==> src/rtl/alarm_pkg.sv <==
// alarm_pkg: shared types, timing defaults and helpers
// for the alarm sequencer slice.
package alarm_pkg;

   localparam int MAX_REQ = 32;

   localparam int DEF_N_REQ      = 3;
   localparam int DEF_TICK_DIV   = 50000;
   localparam int DEF_ON_TICKS   = 200;
   localparam int DEF_OFF_TICKS  = 200;
   localparam int DEF_BURSTS     = 5;
   localparam int DEF_GAP_TICKS  = 1000;
   localparam int DEF_MAX_ROUNDS = 3;

   typedef enum logic [1:0] {
      ST_IDLE = 2'd0,
      ST_ON   = 2'd1,
      ST_OFF  = 2'd2,
      ST_GAP  = 2'd3
   } state_t;

   // Lowest set bit kept, all others cleared (index 0 wins).
   function automatic logic [MAX_REQ-1:0] pri_onehot(
      input logic [MAX_REQ-1:0] v
   );
      return v & (~v + 1'b1);
   endfunction

endpackage

==> src/rtl/alarm_if.sv <==
// alarm_if: request/acknowledge inputs and enable outputs
// between alarm sources and the sequencer.
interface alarm_if #(
   parameter int N_REQ = alarm_pkg::DEF_N_REQ
);

   logic [N_REQ-1:0] req;
   logic             ack;
   logic             alarm_en;
   logic             light_en;
   logic [N_REQ-1:0] grant;
   logic             busy;
   logic             timeout;

   modport master (
      output req,
      output ack,
      input  alarm_en,
      input  light_en,
      input  grant,
      input  busy,
      input  timeout
   );

   modport slave (
      input  req,
      input  ack,
      output alarm_en,
      output light_en,
      output grant,
      output busy,
      output timeout
   );

endinterface

==> src/rtl/alarm_tick_gen.sv <==
// alarm_tick_gen: divides clk into a 1-cycle tick every
// TICK_DIV cycles; clr restarts the period.
module alarm_tick_gen
   import alarm_pkg::*;
#(
   parameter int TICK_DIV = DEF_TICK_DIV
) (
   input  logic clk,
   input  logic rst,
   input  logic clr,
   output logic tick
);

   localparam int W = (TICK_DIV > 1) ? $clog2(TICK_DIV) : 1;

   logic [W-1:0] cnt;

   assign tick = (cnt == W'(TICK_DIV - 1));

   // Free-running divider, restarted on reset, clear or wrap.
   always_ff @(posedge clk) begin
      if (rst || clr) begin
         cnt <= '0;
      end else if (tick) begin
         cnt <= '0;
      end else begin
         cnt <= cnt + 1'b1;
      end
   end

endmodule

==> src/rtl/alarm_sequencer.sv <==
// alarm_sequencer: fixed-priority arbiter driving one beeper
// and one breathing light with a burst/round cadence.
module alarm_sequencer
   import alarm_pkg::*;
#(
   parameter int N_REQ      = DEF_N_REQ,
   parameter int TICK_DIV   = DEF_TICK_DIV,
   parameter int ON_TICKS   = DEF_ON_TICKS,
   parameter int OFF_TICKS  = DEF_OFF_TICKS,
   parameter int BURSTS     = DEF_BURSTS,
   parameter int GAP_TICKS  = DEF_GAP_TICKS,
   parameter int MAX_ROUNDS = DEF_MAX_ROUNDS
) (
   input  logic   clk,
   input  logic   rst,
   alarm_if.slave bus
);

   localparam int MAX_OF =
      (ON_TICKS > OFF_TICKS) ? ON_TICKS : OFF_TICKS;
   localparam int MAX_T =
      (MAX_OF > GAP_TICKS) ? MAX_OF : GAP_TICKS;
   localparam int TW = (MAX_T > 1) ? $clog2(MAX_T) : 1;
   localparam int BW = (BURSTS > 1) ? $clog2(BURSTS) : 1;
   localparam int RW = $clog2(MAX_ROUNDS + 1);

   state_t           state;
   state_t           state_n;
   logic [N_REQ-1:0] grant;
   logic [N_REQ-1:0] grant_n;
   logic [N_REQ-1:0] mute;
   logic [N_REQ-1:0] mute_set;
   logic [N_REQ-1:0] eligible;
   logic [N_REQ-1:0] winner;
   logic [TW-1:0]    tick_cnt;
   logic [TW-1:0]    tick_cnt_n;
   logic [BW-1:0]    burst_cnt;
   logic [BW-1:0]    burst_cnt_n;
   logic [RW-1:0]    round_cnt;
   logic [RW-1:0]    round_cnt_n;
   logic [RW-1:0]    round_inc;
   logic             timeout_r;
   logic             timeout_n;
   logic             enter;
   logic             tick;
   logic             dur_done;
   logic             granted_live;
   logic             preempt;

   alarm_tick_gen #(
      .TICK_DIV (TICK_DIV)
   ) u_tick (
      .clk  (clk),
      .rst  (rst),
      .clr  (enter),
      .tick (tick)
   );

   assign eligible     = bus.req & ~mute;
   assign winner       = N_REQ'(pri_onehot(MAX_REQ'(eligible)));
   assign granted_live = |(bus.req & grant);
   assign preempt      = (winner != '0) && (winner < grant);
   assign round_inc    = round_cnt + 1'b1;

   // End of the current timed phase on its last tick.
   always_comb begin
      dur_done = 1'b0;
      unique case (state)
         ST_ON:
            dur_done = tick &&
               (tick_cnt == TW'(ON_TICKS - 1));
         ST_OFF:
            dur_done = tick &&
               (tick_cnt == TW'(OFF_TICKS - 1));
         ST_GAP:
            dur_done = tick &&
               (tick_cnt == TW'(GAP_TICKS - 1));
         default:
            dur_done = 1'b0;
      endcase
   end

   // Next state, grant, counters, mute set and timeout.
   always_comb begin
      state_n     = state;
      grant_n     = grant;
      burst_cnt_n = burst_cnt;
      round_cnt_n = round_cnt;
      timeout_n   = timeout_r;
      mute_set    = '0;
      enter       = 1'b0;
      tick_cnt_n  = tick ? tick_cnt + 1'b1 : tick_cnt;

      if (state == ST_IDLE) begin
         tick_cnt_n = '0;
         if (bus.ack) begin
            timeout_n = 1'b0;
         end
         if (eligible != '0) begin
            state_n     = ST_ON;
            grant_n     = winner;
            burst_cnt_n = '0;
            round_cnt_n = '0;
            timeout_n   = 1'b0;
            enter       = 1'b1;
         end
      end else if (bus.ack) begin
         state_n   = ST_IDLE;
         grant_n   = '0;
         mute_set  = grant;
         timeout_n = 1'b0;
         enter     = 1'b1;
      end else if (!granted_live) begin
         state_n = ST_IDLE;
         grant_n = '0;
         enter   = 1'b1;
      end else if (preempt) begin
         state_n     = ST_ON;
         grant_n     = winner;
         burst_cnt_n = '0;
         round_cnt_n = '0;
         timeout_n   = 1'b0;
         enter       = 1'b1;
      end else if (dur_done) begin
         enter = 1'b1;
         unique case (state)
            ST_ON: begin
               if (burst_cnt < BW'(BURSTS - 1)) begin
                  state_n     = ST_OFF;
                  burst_cnt_n = burst_cnt + 1'b1;
               end else begin
                  state_n = ST_GAP;
               end
            end
            ST_OFF: begin
               state_n = ST_ON;
            end
            ST_GAP: begin
               burst_cnt_n = '0;
               round_cnt_n = round_inc;
               if (round_inc == RW'(MAX_ROUNDS)) begin
                  state_n   = ST_IDLE;
                  grant_n   = '0;
                  mute_set  = grant;
                  timeout_n = 1'b1;
               end else begin
                  state_n = ST_ON;
               end
            end
            default: begin
               state_n = ST_IDLE;
            end
         endcase
      end

      if (enter) begin
         tick_cnt_n = '0;
      end
   end

   // State, counters, mute mask and sticky timeout.
   always_ff @(posedge clk) begin
      if (rst) begin
         state     <= ST_IDLE;
         grant     <= '0;
         mute      <= '0;
         tick_cnt  <= '0;
         burst_cnt <= '0;
         round_cnt <= '0;
         timeout_r <= 1'b0;
      end else begin
         state     <= state_n;
         grant     <= grant_n;
         mute      <= (mute | mute_set) & bus.req;
         tick_cnt  <= tick_cnt_n;
         burst_cnt <= burst_cnt_n;
         round_cnt <= round_cnt_n;
         timeout_r <= timeout_n;
      end
   end

   assign bus.alarm_en = (state == ST_ON);
   assign bus.light_en = (state != ST_IDLE);
   assign bus.busy     = (state != ST_IDLE);
   assign bus.grant    = grant;
   assign bus.timeout  = timeout_r;

endmodule

==> src/flat_wrapper.sv <==
// flat-port wrapper written by rule: the top's interface ports become plain ports
module alarm_sequencer_flat import alarm_pkg::*;
#(
   parameter int N_REQ      = DEF_N_REQ,
   parameter int TICK_DIV   = DEF_TICK_DIV,
   parameter int ON_TICKS   = DEF_ON_TICKS,
   parameter int OFF_TICKS  = DEF_OFF_TICKS,
   parameter int BURSTS     = DEF_BURSTS,
   parameter int GAP_TICKS  = DEF_GAP_TICKS,
   parameter int MAX_ROUNDS = DEF_MAX_ROUNDS
)
  (clk, rst, bus_req, bus_ack, bus_alarm_en, bus_light_en, bus_grant, bus_busy, bus_timeout);
  alarm_if #(.N_REQ(N_REQ)) bus_i ();
  input  logic clk;
  input  logic rst;
  input wire logic [$bits(bus_i.req)-1:0] bus_req;
  input wire logic [$bits(bus_i.ack)-1:0] bus_ack;
  output wire logic [$bits(bus_i.alarm_en)-1:0] bus_alarm_en;
  output wire logic [$bits(bus_i.light_en)-1:0] bus_light_en;
  output wire logic [$bits(bus_i.grant)-1:0] bus_grant;
  output wire logic [$bits(bus_i.busy)-1:0] bus_busy;
  output wire logic [$bits(bus_i.timeout)-1:0] bus_timeout;
  assign bus_i.req = bus_req;
  assign bus_i.ack = bus_ack;
  assign bus_alarm_en = bus_i.alarm_en;
  assign bus_light_en = bus_i.light_en;
  assign bus_grant = bus_i.grant;
  assign bus_busy = bus_i.busy;
  assign bus_timeout = bus_i.timeout;
  alarm_sequencer #(.N_REQ(N_REQ), .TICK_DIV(TICK_DIV), .ON_TICKS(ON_TICKS), .OFF_TICKS(OFF_TICKS), .BURSTS(BURSTS), .GAP_TICKS(GAP_TICKS), .MAX_ROUNDS(MAX_ROUNDS)) u_core (.clk(clk), .rst(rst), .bus(bus_i));
endmodule
==> config.mk <==
export PLATFORM = sky130hd
export DESIGN_NAME = alarm_sequencer_flat
export DESIGN_NICKNAME = d
export VERILOG_FILES = /design/src/rtl/alarm_pkg.sv /design/src/rtl/alarm_if.sv /design/src/rtl/alarm_tick_gen.sv /design/src/rtl/alarm_sequencer.sv /design/src/flat_wrapper.sv
export SDC_FILE = /design/constraint.sdc
export NUM_CORES = 1
export LEC_CHECK = 0
export ABC_AREA = 1
export CAP_MARGIN = 10
export CORE_ASPECT_RATIO = 1.4
export CORE_MARGIN = 2
export CORE_UTILIZATION = 59
export CTS_BUF_LIST = sky130_fd_sc_hd__clkbuf_4
export CTS_CLUSTER_DIAMETER = 30
export DETAILED_ROUTE_END_ITERATION = 8
export PLACE_DENSITY = 0.79
export SETUP_SLACK_MARGIN = 0.1
export SLEW_MARGIN = 20
export SYNTH_ARGS = -nofsm -noshare
export SYNTH_HDL_FRONTEND = slang
export SYNTH_HIERARCHICAL = 1
export SYNTH_SLANG_ARGS = --single-unit
==> constraint.sdc <==
create_clock -name clk -period 2.55 [get_ports clk]
set_clock_uncertainty 0.05 [all_clocks]
set_input_delay 0.6375 -clock clk [delete_from_list [all_inputs] [get_ports clk]]
set_output_delay 0.6375 -clock clk [all_outputs]
set_load 0.02 [all_outputs]
After elaboration in Yosys (flattened, before gate mapping)
Index checks and enable logic that the tools add are counted.
{"block": "classes", "eq_ne": 14, "addsub": 5, "n_reduce_logical": 25, "bitwise_logic": 7, "order_cmp": 2, "n_mux": 55}
{"cell": "$mux W3", "count": 22}
{"cell": "$mux W2", "count": 13}
{"cell": "$mux W1", "count": 17}
{"cell": "$add A16 B1 Y16 const B", "count": 1}
{"cell": "$eq A16 B16 Y1 const B", "count": 1}
{"cell": "$reduce_bool A4 Y1", "count": 4}
{"cell": "$reduce_bool A3 Y1", "count": 5}
{"cell": "$and A3 B3 Y3", "count": 4}
{"cell": "$add A10 B1 Y10 const B", "count": 1}
{"cell": "$eq A10 B10 Y1 const B", "count": 1}
{"cell": "$eq A10 B8 Y1 const B", "count": 1}
{"cell": "$ne A5 B5 Y1 const B", "count": 2}
{"cell": "$reduce_and A5 Y1", "count": 2}
{"cell": "$add A3 B1 Y3 const B", "count": 2}
{"cell": "$eq A2 B2 Y1 const B", "count": 3}
{"cell": "$not A3 Y3", "count": 2}
{"cell": "$pmux W2 S3", "count": 1}
{"cell": "$pmux W3 S2", "count": 1}
{"cell": "$reduce_and A6 Y1", "count": 1}
{"cell": "$reduce_or A3 Y1", "count": 2}
{"cell": "$ne A5 B4 Y1 const B", "count": 1}
{"cell": "$ne A4 B1 Y1 const B", "count": 1}
{"cell": "$reduce_and A4 Y1", "count": 1}
{"cell": "$reduce_bool A2 Y1", "count": 2}
{"cell": "14 further kinds", "count": 17}
{"block": "word_totals", "inputBits": 6, "word_cells": 116, "register_bits": 40, "out_inout_bits": 7}

Depth between registers and ports, before layout
{"block": "logic_depth", "word_depth": 13, "mapped_depth": 17, "mapped_depth_nobuf": 17}

Cells and area by module
Netlist, hierarchy kept.
{"module": "alarm_sequencer", "n_inst": 1, "cells_per_inst": 234, "area_per_inst_um2": 1621.6, "seq_area_each_um2": 480.5}
{"module": "alarm_tick_gen", "n_inst": 1, "cells_per_inst": 128, "area_per_inst_um2": 847.1, "seq_area_each_um2": 320.3}

Worst setup path before layout
OpenSTA, ideal clock, no wires.
{"block": "synth_timing", "path_type": "input to register", "from": "input bus_req[0]", "to": "register u_core.u_tick.cnt[4]", "stages": 16, "required_time_ns": 2.434, "slack_ns": 0.243, "arrival_time_ns": 2.191, "setup_time_ns": 0.066, "path_buffers": 2, "cell_sequence": "nand2_2 > nand2_1 > nor2_1 > ha_1 > nand2_1 > inv_1 > nand2_1 > nand3_2 > buf_6 > nand4_4 > nand2_4 > inv_2 > nor2_1 > nand2_4 > buf_6 > a21oi_2"}
{"block": "synth_between", "elab_chain_len": 12, "word_cells_on_any_way": 17, "cone_classes": "add/sub: 1; order compare: 1; mux: 5; bitwise: 4; reduce/logical: 6"}
{"element": "start, declared", "line": "flat_wrapper.sv:16", "text": "input wire logic [$bits(bus_i.req)-1:0] bus_req;"}
{"element": "$and A3 B3 Y3", "line": "alarm_sequencer.sv:59", "text": "assign eligible = bus.req & ~mute;"}
{"element": "$not A3 Y3", "line": "alarm_pkg.sv:26", "text": "return v & (~v + 1'b1);"}
{"element": "$add A3 B1 Y3", "line": "alarm_pkg.sv:26"}
{"element": "$and A3 B3 Y3", "line": "alarm_pkg.sv:26"}
{"element": "$lt A3 B3 Y1 / $reduce_bool A3 Y1 (equally long branches)", "line": "alarm_sequencer.sv:62", "text": "assign preempt = (winner != '0) && (winner < grant);"}
{"element": "$logic_and A1 B1 Y1", "line": "alarm_sequencer.sv:62"}
{"element": "$mux W1", "line": "alarm_sequencer.sv:117", "text": "end else if (preempt) begin"}
{"element": "$mux W1", "line": "alarm_sequencer.sv:113", "text": "end else if (!granted_live) begin"}
{"element": "$mux W1", "line": "alarm_sequencer.sv:107", "text": "end else if (bus.ack) begin"}
{"element": "$mux W1 (*)", "line": "alarm_sequencer.sv:94", "text": "if (state == ST_IDLE) begin"}
{"element": "named net u_core.enter", "line": "alarm_sequencer.sv:44", "text": "logic enter;"}
{"element": "$logic_or A1 B1 Y1 (*)", "line": "alarm_tick_gen.sv:22", "text": "if (rst || clr) begin"}
{"element": "$reduce_or A2 Y1 (no line) (*)"}
{"element": "end signal, assigned", "line": "alarm_tick_gen.sv:27", "text": "cnt <= cnt + 1'b1;"}
{"element": "end, declared", "line": "alarm_tick_gen.sv:16", "text": "logic [W-1:0] cnt;"}
Mark *: on every way through the listed nets, which the timed path passes. The rest lies on a longest branch.
A chain may end at the register's enable or synchronous reset.

Worst setup path after layout
{"block": "layout_timing", "from": "input bus_req[2]", "to": "register u_core.burst_cnt[0]"}
{"block": "layout_between", "elab_chain_len": 10, "word_cells_on_any_way": 20, "cone_classes": "add/sub: 1; order compare: 1; eq/ne: 2; mux: 4; bitwise: 4; reduce/logical: 8"}
{"element": "$and A3 B3 Y3", "line": "alarm_sequencer.sv:59"}
{"element": "$not A3 Y3", "line": "alarm_pkg.sv:26"}
{"element": "$add A3 B1 Y3", "line": "alarm_pkg.sv:26"}
{"element": "$and A3 B3 Y3", "line": "alarm_pkg.sv:26"}
{"element": "$lt A3 B3 Y1 / $reduce_bool A3 Y1 (equally long branches)", "line": "alarm_sequencer.sv:62"}
{"element": "$logic_and A1 B1 Y1", "line": "alarm_sequencer.sv:62"}
{"element": "$mux W3", "line": "alarm_sequencer.sv:117"}
{"element": "$mux W3", "line": "alarm_sequencer.sv:113"}
{"element": "$mux W3", "line": "alarm_sequencer.sv:107"}
{"element": "$mux W3", "line": "alarm_sequencer.sv:94"}
{"element": "end signal, assigned", "line": "alarm_sequencer.sv:176", "text": "burst_cnt <= burst_cnt_n;"}
{"element": "end, declared", "line": "alarm_sequencer.sv:37", "text": "logic [BW-1:0] burst_cnt;"}
Parallel ways exist; a longest one is shown, timed or not. The select of a mux whose other input is x is not followed.

==> flow_summary.yaml <==
detailed_routing:
  via_per_inst: 5.443
  drtIter0Drc: 107
  via_count: 2395
  firstDrtPassIters: 5
  wl_per_cell_um: 12.20
  drc: 0
  finalWirelength_mm: 5.369
  antenna_left: 0
synth:
  synth_top_cells_by_area: "dfxtp_1 (32%), nand2_1 (13%), nor2_1 (9.6%), inv_1 (6.5%), ha_1 (5.6%)"
  yosys.area.top_type: "dfxtp_1"
  synthArstFlopShare_pct: 0
  synth-seq-cells: 40
  yosysWarnings: 6
  synth_cell_type_count: 27
  synthCells: 362
  syn_area_um2: 2469
  ys.flop_type: "dfxtp_1"
  syn_avg_cell_area_um2: 6.819
  ys_seq_area_share_pct: 32.44
  synth_nets: 379
  synth_top_area_share_pct: 32.44
  synth_commonest_cells: "nand2_1 (88), nor2_1 (63), inv_1 (43), dfxtp_1 (40), nand3_1 (25)"
  post-synth-top-count-cell: "nand2_1"
  synth-edff-count: 0
cts:
  clk_pin_slew_ns: 0.12
  htree_levels: 2
  cts_root_buffer: "clkbuf_4"
  clock_sinks: 40
  cts_tree: "done"
  clockBufferDepth: 2
  clk_latency_ns: 0.34
  ctsHoldBuffers: 0
  cts_made_buffers: 5
timing:
  rsz0062_at_grt: "false"
  post-route-period-util_pct: 92.26
  fin_setup_tns_ns: 0
  max_freq_ghz: 0.4251
  layout_min_cycle_time_ns: 2.353
  finalMaxSlewViolations: 0
  tightest_slew_ns: 0.5546
  setup_viol: 0
  max_slew_margin_pct: 62.64
  hold_violations: 0
die:
  die-area_um2: 4725
  rows: 27
  initial_core_util_pct: 61.93
  fp.dieH_um: 80.54
  ios: 13
  fp.dieW_um: 58.67
  coreArea_um2: 3986
pwr:
  p_leak_nw: 1.145
  pwr_density_cell_nw_per_um2: 585.6
  ir_worst_vdd_mv: 0.4739
worst_hold_path:
  hold_class: "reg2reg"
  min_from: "u_core/u_tick/cnt[0]"
  min_to: "u_core/u_tick/cnt[0]"
  hold_path_depth: 1
placement:
  globalplace.congestion: 0.9428
  dpl.hpwl_mm: 3.841
  numPortBuffers: 12
outcome:
  status: "finished, final reports clean"
final_layout:
  multiInputGateArea_um2: 1513
  nets: 414
  n_antenna_cell: 0
  drive_gt1_share_pct: 17.88
  fin_util_pct: 71.97
  areaGrowthSynthToFinish_pct: 16.22
  seq_area_um2: 803.3
  n_fill_cell: 342
grt:
  grt_overflow: 0
  antenna_found_initial: 0
  grt_max_degree: 17
  grt_usage_pct: 23.35
  grt_pass1_wl_mm: 8.542
  grt_pass1_vias: 2158
worst_setup_path:
  cp.arrival_ns: 2.59
  crit_type: "in2reg"
  cp-end-kind: "flop"
  cp.required_ns: 2.79
  reg2reg_depth: 15
  worstSetupStartpointType: "input pin"
  critPathMaxFanout: 6
  timing.rr.end: "u_core/bus.grant[1]"
  reg2reg_slack_ns: 0.31
  r2r_start: "u_core/u_tick/cnt[0]"
job:
  cap_violations: 0
==> worst max path at each step <==
| stage | from | end | slack [ns] | depth (start not counted) |
|---|---|---|---|---|
| after floorplan | bus_req[0] | u_core/u_tick/cnt[4] | 0.24 | 16 |
| after global placement | bus_req[0] | u_core/round_cnt[0] | -0.22 | 14 |
| after detailed placement | bus_req[0] | u_core/round_cnt[0] | -0.29 | 14 |
| after CTS | bus_req[0] | u_core/u_tick/cnt[10] | 0.10 | 15 |
| after global routing | bus_req[2] | u_core/burst_cnt[1] | 0.08 | 13 |
| final | bus_req[2] | u_core/burst_cnt[0] | 0.20 | 16 |
==> logic make-up after synthesis <==
| logic type | share of synthesized area [%] |
|---|---|
| simple gates | 41.92 |
| flops | 32.44 |
| fa+ha+maj | 5.575 |
| buf+inv | 8.666 |
| xor+xnor | 4.612 |
| compound gates | 6.791 |
==> metal layers <==
| layer | GRT usage [%] | share of wire, % | vias to the layer above |
|---|---|---|---|
| li1 | - | - | 1215 |
| met1 | 23.69 | 40 | 1075 |
| met2 | 44.38 | 53 | 86 |
| met3 | 5.153 | 4.7 | 19 |
| met5 | 0 | 0 | - |
| met4 | 9.773 | 2.6 | 0 |
==> critical path: stages <==
cell	delay [ns]
clkdlybuf4s50_1	0.48
nand2_1	0.08
nor2_1	0.12
ha_1	0.26
nand2_1	0.08
inv_1	0.05
nand2_2	0.08
nand3_4	0.12
buf_6	0.17
nand2_4	0.06
nand2_2	0.06
nor2_4	0.14
nand2_1	0.07
nand2_1	0.06
nand2_1	0.04
nor2_1	0.07
==> report_power, final <==
part | switching [mW] | internal, mW
logic | 0.408 | 0.260
clock network | 0.201 | 0.112
registers | 0.0324 | 0.666
==> cells in the final DEF, fill, tap and decap left out, drive strengths merged, types with 2 or more instances in the layout <==
cell type	instances
nand2	97
nor2	69
inv	46
dfxtp	40
nand3	32
buf	20
a21oi	19
nand4	12
ha	11
xor2	10
o21ai	10
clkdlybuf4s50	8
clkbuf	6
or2	4
nor3	4
xnor2	3
dlymetal6s2s	2
dlygate4sd2	2
==> through the flow <==
step | cells | area (um^2) | power [mW] | hold WS, ns | worst slack (ns)
after floorplan | 362 | 2469 | 1.148 | 0.3796 | 0.2426
after global routing | 440 | 2869 | 1.792 | 0.4128 | 0.08039
final | 440 | 2869 | 1.680 | 0.3949 | 0.1974
after detailed placement | 431 | 2744 | 1.322 | 0.4073 | -0.2934
after global placement | 431 | 2744 | 1.314 | 0.3937 | -0.2189
after CTS | 439 | 2803 | 1.642 | 0.4261 | 0.1024
==> repair_timing <==
action	in CTS	in global routing
gates resized for setup	3	18
setup endpoints to repair	7	40
hold endpoints to repair	0	0
pin swaps	1	6
cloned	0	1
buffers inserted	1	0
==> sequential cells by signal, summed over array words and instances, names as in the netlist <==
name,count
u_core/burst_cnt,3
u_core/bus.grant,3
u_core/bus.timeout,1
u_core/mute,3
u_core/round_cnt,2
u_core/state,2
u_core/tick_cnt,10
u_core/u_tick/cnt,16
==> final cells by class <==
type	count	area share [%]
clock buffers	6	1.570
clock inverters	1	0.1744
inverters	46	6.018
multi-input cells	272	52.73
flip-flops and latches	40	28.00
well taps	43	1.875
repair buffers	32	9.638
(Power assumes the default switching activity.)
==> variant 1: new RTL, same settings <==
Change the package constant `DEF_N_REQ` from 3 to 6.
--- a/src/rtl/alarm_pkg.sv
+++ b/src/rtl/alarm_pkg.sv
@@ -4,7 +4,7 @@
 
    localparam int MAX_REQ = 32;
 
-   localparam int DEF_N_REQ      = 3;
+   localparam int DEF_N_REQ      = 6;
    localparam int DEF_TICK_DIV   = 50000;
    localparam int DEF_ON_TICKS   = 200;
    localparam int DEF_OFF_TICKS  = 200;
Interface: changed (resized bus_grant and bus_req); port bits go from 13 to 19. No check against the original RTL was run, so the function may have changed too.
==> variant 1 against the unedited design <==
  * Final area grew 23%
  * Final cell count increased by 25%
  * Global-route usage rose by 3.5 points
  * Clock power up 10%
  * Worst setup slack lost 0.031 ns
  * Combinational power is 26% lower
  * Power down 4.1%
  * Wire length up 27%
  * Sequential cell count grew 6
  * Area after synthesis rose by 14%
  * Largest power group unchanged
==> variant 1: results (changes against the unedited design) <==
Parameter                              Value

Placement
  Port Buffer Count    18 (+6)
  Worst slack at placement    -0.673 ns (-0.380 ns)
  Detail Placement HPWL    4820 um (+25%)
  Placement Cell Area    3310 um^2 (+20%)

Routing
  Vias per Instance    5.23 (-4.0%)
  Initial DRC count    187 (+75%)
  Number of detailed-routing iterations run before antenna repair    4 (-1)
  Wire per inst    12.4 um (+1.7%)

Setup path
  Launching element of the worst setup path    bus_req[1]
  Slowest cell on the critical path    ha_4
  Reg-to-reg endpoint    u_core/u_tick/cnt[10]
  Worst-path fanout max    8 (+2)
  Data arrival time of the critical path    2.63 ns (+0.04 ns)
  R2R depth    19 (+4)
  Worst r2r src    u_core/mute[1]
  Worst R2R Setup Slack    0.24 ns (-0.07 ns)

Synth
  Number of nets in the synthesized netlist    454 (+20%)
  Register area share after synthesis    32.6% (+0.20 points)
  Distinct cell type count of the synthesized netlist    29 (+7.4%)
  Top post-synthesis cells by count    nand2_1 (110), nor2_1 (74), inv_1 (53), dfxtp_1 (46), nand3_1 (38)

Global routing
  Maximum number of pins on one net before global-route repair    14 (-3)
  Via count of the first global-routing pass    2727 (+26%)
  Global router's overall resource usage    26.8% (+3.5 points)

Layout
  Count of filler cells inserted in the layout    361 (+5.6%)
  Layout net count    510 (+23%)
  Area occupied by multi-input gates    1820 um^2 (+21%)
  Share of cells above drive strength 1    22.4% (+4.5 points)

Timing
  Slew margin rel.    72.7% (+10 points)

Power and ir drop
  Static leakage power    1.42 nW (+24%)
  Peak supply drop    0.372 mV (-22%)

Status
  Outcome    completed
==> variant 1: metal layers <==
layer	up-vias	wire (um)	GRT usage [%]
met3	12	217	3.67
met2	60	3810	52.4
met5	-	0	0
li1	1469	-	-
met1	1329	2660	28.7
met4	0	118	10.5
==> variant 1: per-stage QoR <==
stage	setup TNS [ns]	cells	hold slack (ns)
after global routing	0	549	0.426
after floorplan	-0.00514	431	0.364
final	0	549	0.407
after CTS	0	548	0.430
after global placement	-21.24	532	0.379
after detailed placement	-24.81	532	0.393
==> variant 1: cells by family after synthesis <==
| group | count (synthesis) | synth area share [%] |
|---|---|---|
| simple gates | 262 | 41.3 |
| flops | 46 | 32.6 |
| fa+ha+maj | 14 | 6.21 |
| compound gates | 32 | 6.16 |
| xor+xnor | 15 | 4.66 |
| buf+inv | 62 | 9.00 |
==> variant 1: worst max path at each step <==
stage	endpoint	cells after the start	slack [ns]
detailed placement	u_core/burst_cnt[1]	17	-0.67
CTS	u_core/u_tick/cnt[3]	19	0.1
floorplan	u_core/u_tick/cnt[2]	18	-0.002
finish	u_core/u_tick/cnt[10]	19	0.17
global placement	u_core/burst_cnt[1]	17	-0.60
global route	u_core/u_tick/cnt[0]	19	0.08
==> variant 1: timing repair <==
item,4_1_cts,5_1_grt
endpoints found under the setup margin,48,48
hold endpoints to repair,0,0
pin swaps,9,7
resized for setup,27,28
buffers inserted,8,1
cloned,1,0
==> variant 1: layout make-up <==
type | count | share of cell area, %
inverters | 55 | 5.91
multi-input cells | 324 | 51.6
well taps | 62 | 2.19
clock inverters | 1 | 0.212
clock buffers | 6 | 1.27
flip-flops and latches | 46 | 26.2
repair buffers | 55 | 12.7
==> variant 1: report_power, final <==
| part | internal (W) | switching, W | leakage (nW) |
|---|---|---|---|
| Clock | 0.000114 | 0.000231 | 0.0278 |
| Sequential | 0.000751 | 0.0000236 | 0.373 |
| Combinational | 0.000202 | 0.000290 | 1.02 |
| Total | 0.00107 | 0.000545 | 1.42 |
==> variant 1: worst register-to-register path, delay by kind of cell (launching register included) <==
| kind | cells | cell delay (ns) |
|---|---|---|
| buffers and inverters | 2 | 0.15 |
| AO/OA/AOI/OAI | 2 | 0.26 |
| adder cells (fa/ha/maj) | 1 | 0.27 |
| flip-flops | 1 | 0.32 |
| AND/OR/NAND/NOR | 14 | 1.19 |
==> variant 2: new RTL, same flow settings <==
Made on the original files. Re-encode `state_t` (4 states) as one-hot, 4 bits wide.
--- a/src/rtl/alarm_pkg.sv
+++ b/src/rtl/alarm_pkg.sv
@@ -12,11 +12,11 @@
    localparam int DEF_GAP_TICKS  = 1000;
    localparam int DEF_MAX_ROUNDS = 3;
 
-   typedef enum logic [1:0] {
-      ST_IDLE = 2'd0,
-      ST_ON   = 2'd1,
-      ST_OFF  = 2'd2,
-      ST_GAP  = 2'd3
+   typedef enum logic [3:0] {
+      ST_IDLE = 4'b0001,
+      ST_ON   = 4'b0010,
+      ST_OFF  = 4'b0100,
+      ST_GAP  = 4'b1000
    } state_t;
 
    // Lowest set bit kept, all others cleared (index 0 wins).
Function: same outputs for any inputs over 10 cycles, from zero or initial values and one cycle with rst high; not proved beyond that.
==> variant 2 against the unedited design <==
  * Critical path depth did not move
  * Sequential cell count rose by 2
  * Core utilization rose by 1.4 points
  * Power rose by 13%
  * Worst setup slack improved by 0.018 ns
  * Final area rose by 0.17%
  * Wire length fell by 5.4%
  * Worst hold slack got worse by 0.0027 ns
  * Sequential power rose by 6.2%
  * Area after synthesis fell by 2.1%
  * Critical path type unchanged
  * Largest power group is now combinational logic
==> variant 2: results (changes against the unedited design) <==
Parameter                              Value

Global routing
  Congestion Overflow GR    0 (unchanged)
  First-pass GRT wire length    8420 um (-1.4%)
  Global router's overall resource usage    23.3% (-0.048 points)
  Maximum number of pins on one net before global-route repair    17 (unchanged)
  Via count of the first global-routing pass    2078 (-3.7%)

Timing
  Slew margin rel.    76.0% (+13 points)
  Crit path time final    2.33 ns (-0.0183 ns)

Clock tree
  CTS Buffer Depth    2 (unchanged)
  Setup fix buffers added after clock tree synthesis    0 (-1)
  Clock latency reported for the late side of the worst-skew pair    0.37 ns (+0.03 ns)

Setup path
  Worst r2r src    u_core/u_tick/cnt[0]
  R2R depth    12 (-3)
  Worst-path fanout max    8 (+2)
  Slowest cell on the critical path    clkdlybuf4s50_1
  Critical path's largest stage delay    0.44 ns (-0.04 ns)
  Reg-to-reg endpoint    u_core/tick_cnt[9]
  Worst R2R Setup Slack    0.33 ns (+0.02 ns)
  Launching element of the worst setup path    bus_req[2]
  Data arrival time of the critical path    2.58 ns (about the same)
  Worst setup path endpoint    u_core/u_tick/cnt[14]

Synth
  Distinct cell type count of the synthesized netlist    33 (+22%)
  Ys async rst share    0% (unchanged)
  Register area share after synthesis    34.8% (+2.3 points)
  Synth Warn #    6 (unchanged)
  Cell types with the largest area share after synthesis    dfxtp_1 (35%), nand2_1 (13%), nor2_1 (9.6%)
  Top post-synthesis cells by count    nand2_1 (82), nor2_1 (62), inv_1 (47), dfxtp_1 (42), nand3_1 (23)
  Number of nets in the synthesized netlist    369 (-2.6%)
  Leading register cell type out of synthesis    dfxtp_1

Placement
  RePlAce Congestion    0.823 (-13%)
  Port Buffer Count    12 (unchanged)
  Worst slack at placement    -0.285 ns (+0.00871 ns)
  Detail Placement HPWL    3760 um (-2.0%)

Routing
  Total number of vias    2288 (-4.5%)
  Initial DRC count    83 (-22%)
  Wire per inst    11.6 um (-5.0%)
  Number of detailed-routing iterations run before antenna repair    4 (-1)

Worst hold path
  Hold path start    u_core/u_tick/cnt[0]
  Number of instances on the worst hold path    1 (unchanged)

Layout
  Count of filler cells inserted in the layout    329 (-3.8%)
  Layout net count    406 (-1.9%)
  Share of cells above drive strength 1    20.0% (+2.1 points)
  Largest registers    u_core/u_tick/cnt x16, u_core/tick_cnt x10, u_core/state x4

Status
  Outcome    completed

Power and ir drop
  Static leakage power    1.09 nW (-4.8%)
  Peak supply drop    0.563 mV (+19%)
variant 2: cells by family (layout without fill, tap and decap cells):
kind of cell    count (synthesis)  count (layout)  synth area share [%]
compound gates                 33              33                  7.09
xor+xnor                       13              13                  4.71
fa+ha+maj                       6               6                  3.11
buf+inv                        56              93                  9.42
flops                          42              42                  34.8
mux                             1               1                 0.414
simple gates                  206             207                  40.5
variant 2: metal layers:
metal / track usage [%] / part of all wire [%] / vias up
met3: 4.86 / 2.9 / 10
met4: 9.30 / 2.2 / 0
met2: 43.5 / 53 / 42
met5: 0 / 0 / -
li1: - / - / 1195
met1: 24.7 / 42 / 1041
variant 2: timing repair:
item,CTS,global route
pin swaps,0,6
resized for setup,4,28
hold endpoints to repair,0,0
gates cloned,0,1
setup endpoints to repair,4,42
variant 2: area by class of cell:
cell class	count	area share, %
Clock buffer	6	1.57
Timing Repair Buffer	32	9.58
Multi-Input combinational cell	260	50.1
Clock inverter	2	0.479
Sequential cell	42	29.4
Inverter	53	7.01
Tap cell	43	1.87
variant 2: through the flow:
step	setup TNS, ns	instances	power (W)	hold slack [ns]	area [um^2]
after floorplan	0	357	0.00130	0.380	2420
after global placement	-5.99	429	0.00155	0.393	2720
after detailed placement	-9.88	429	0.00157	0.393	2720
after CTS	0	437	0.00189	0.400	2770
after global routing	0	438	0.00202	0.415	2870
final	0	438	0.00190	0.392	2870
variant 2: power by group:
part,internal (W),total (W),switching (W)
clock,0.000119,0.000348,0.000228
combinational,0.000317,0.000813,0.000495
sequential,0.000701,0.000741,0.0000402
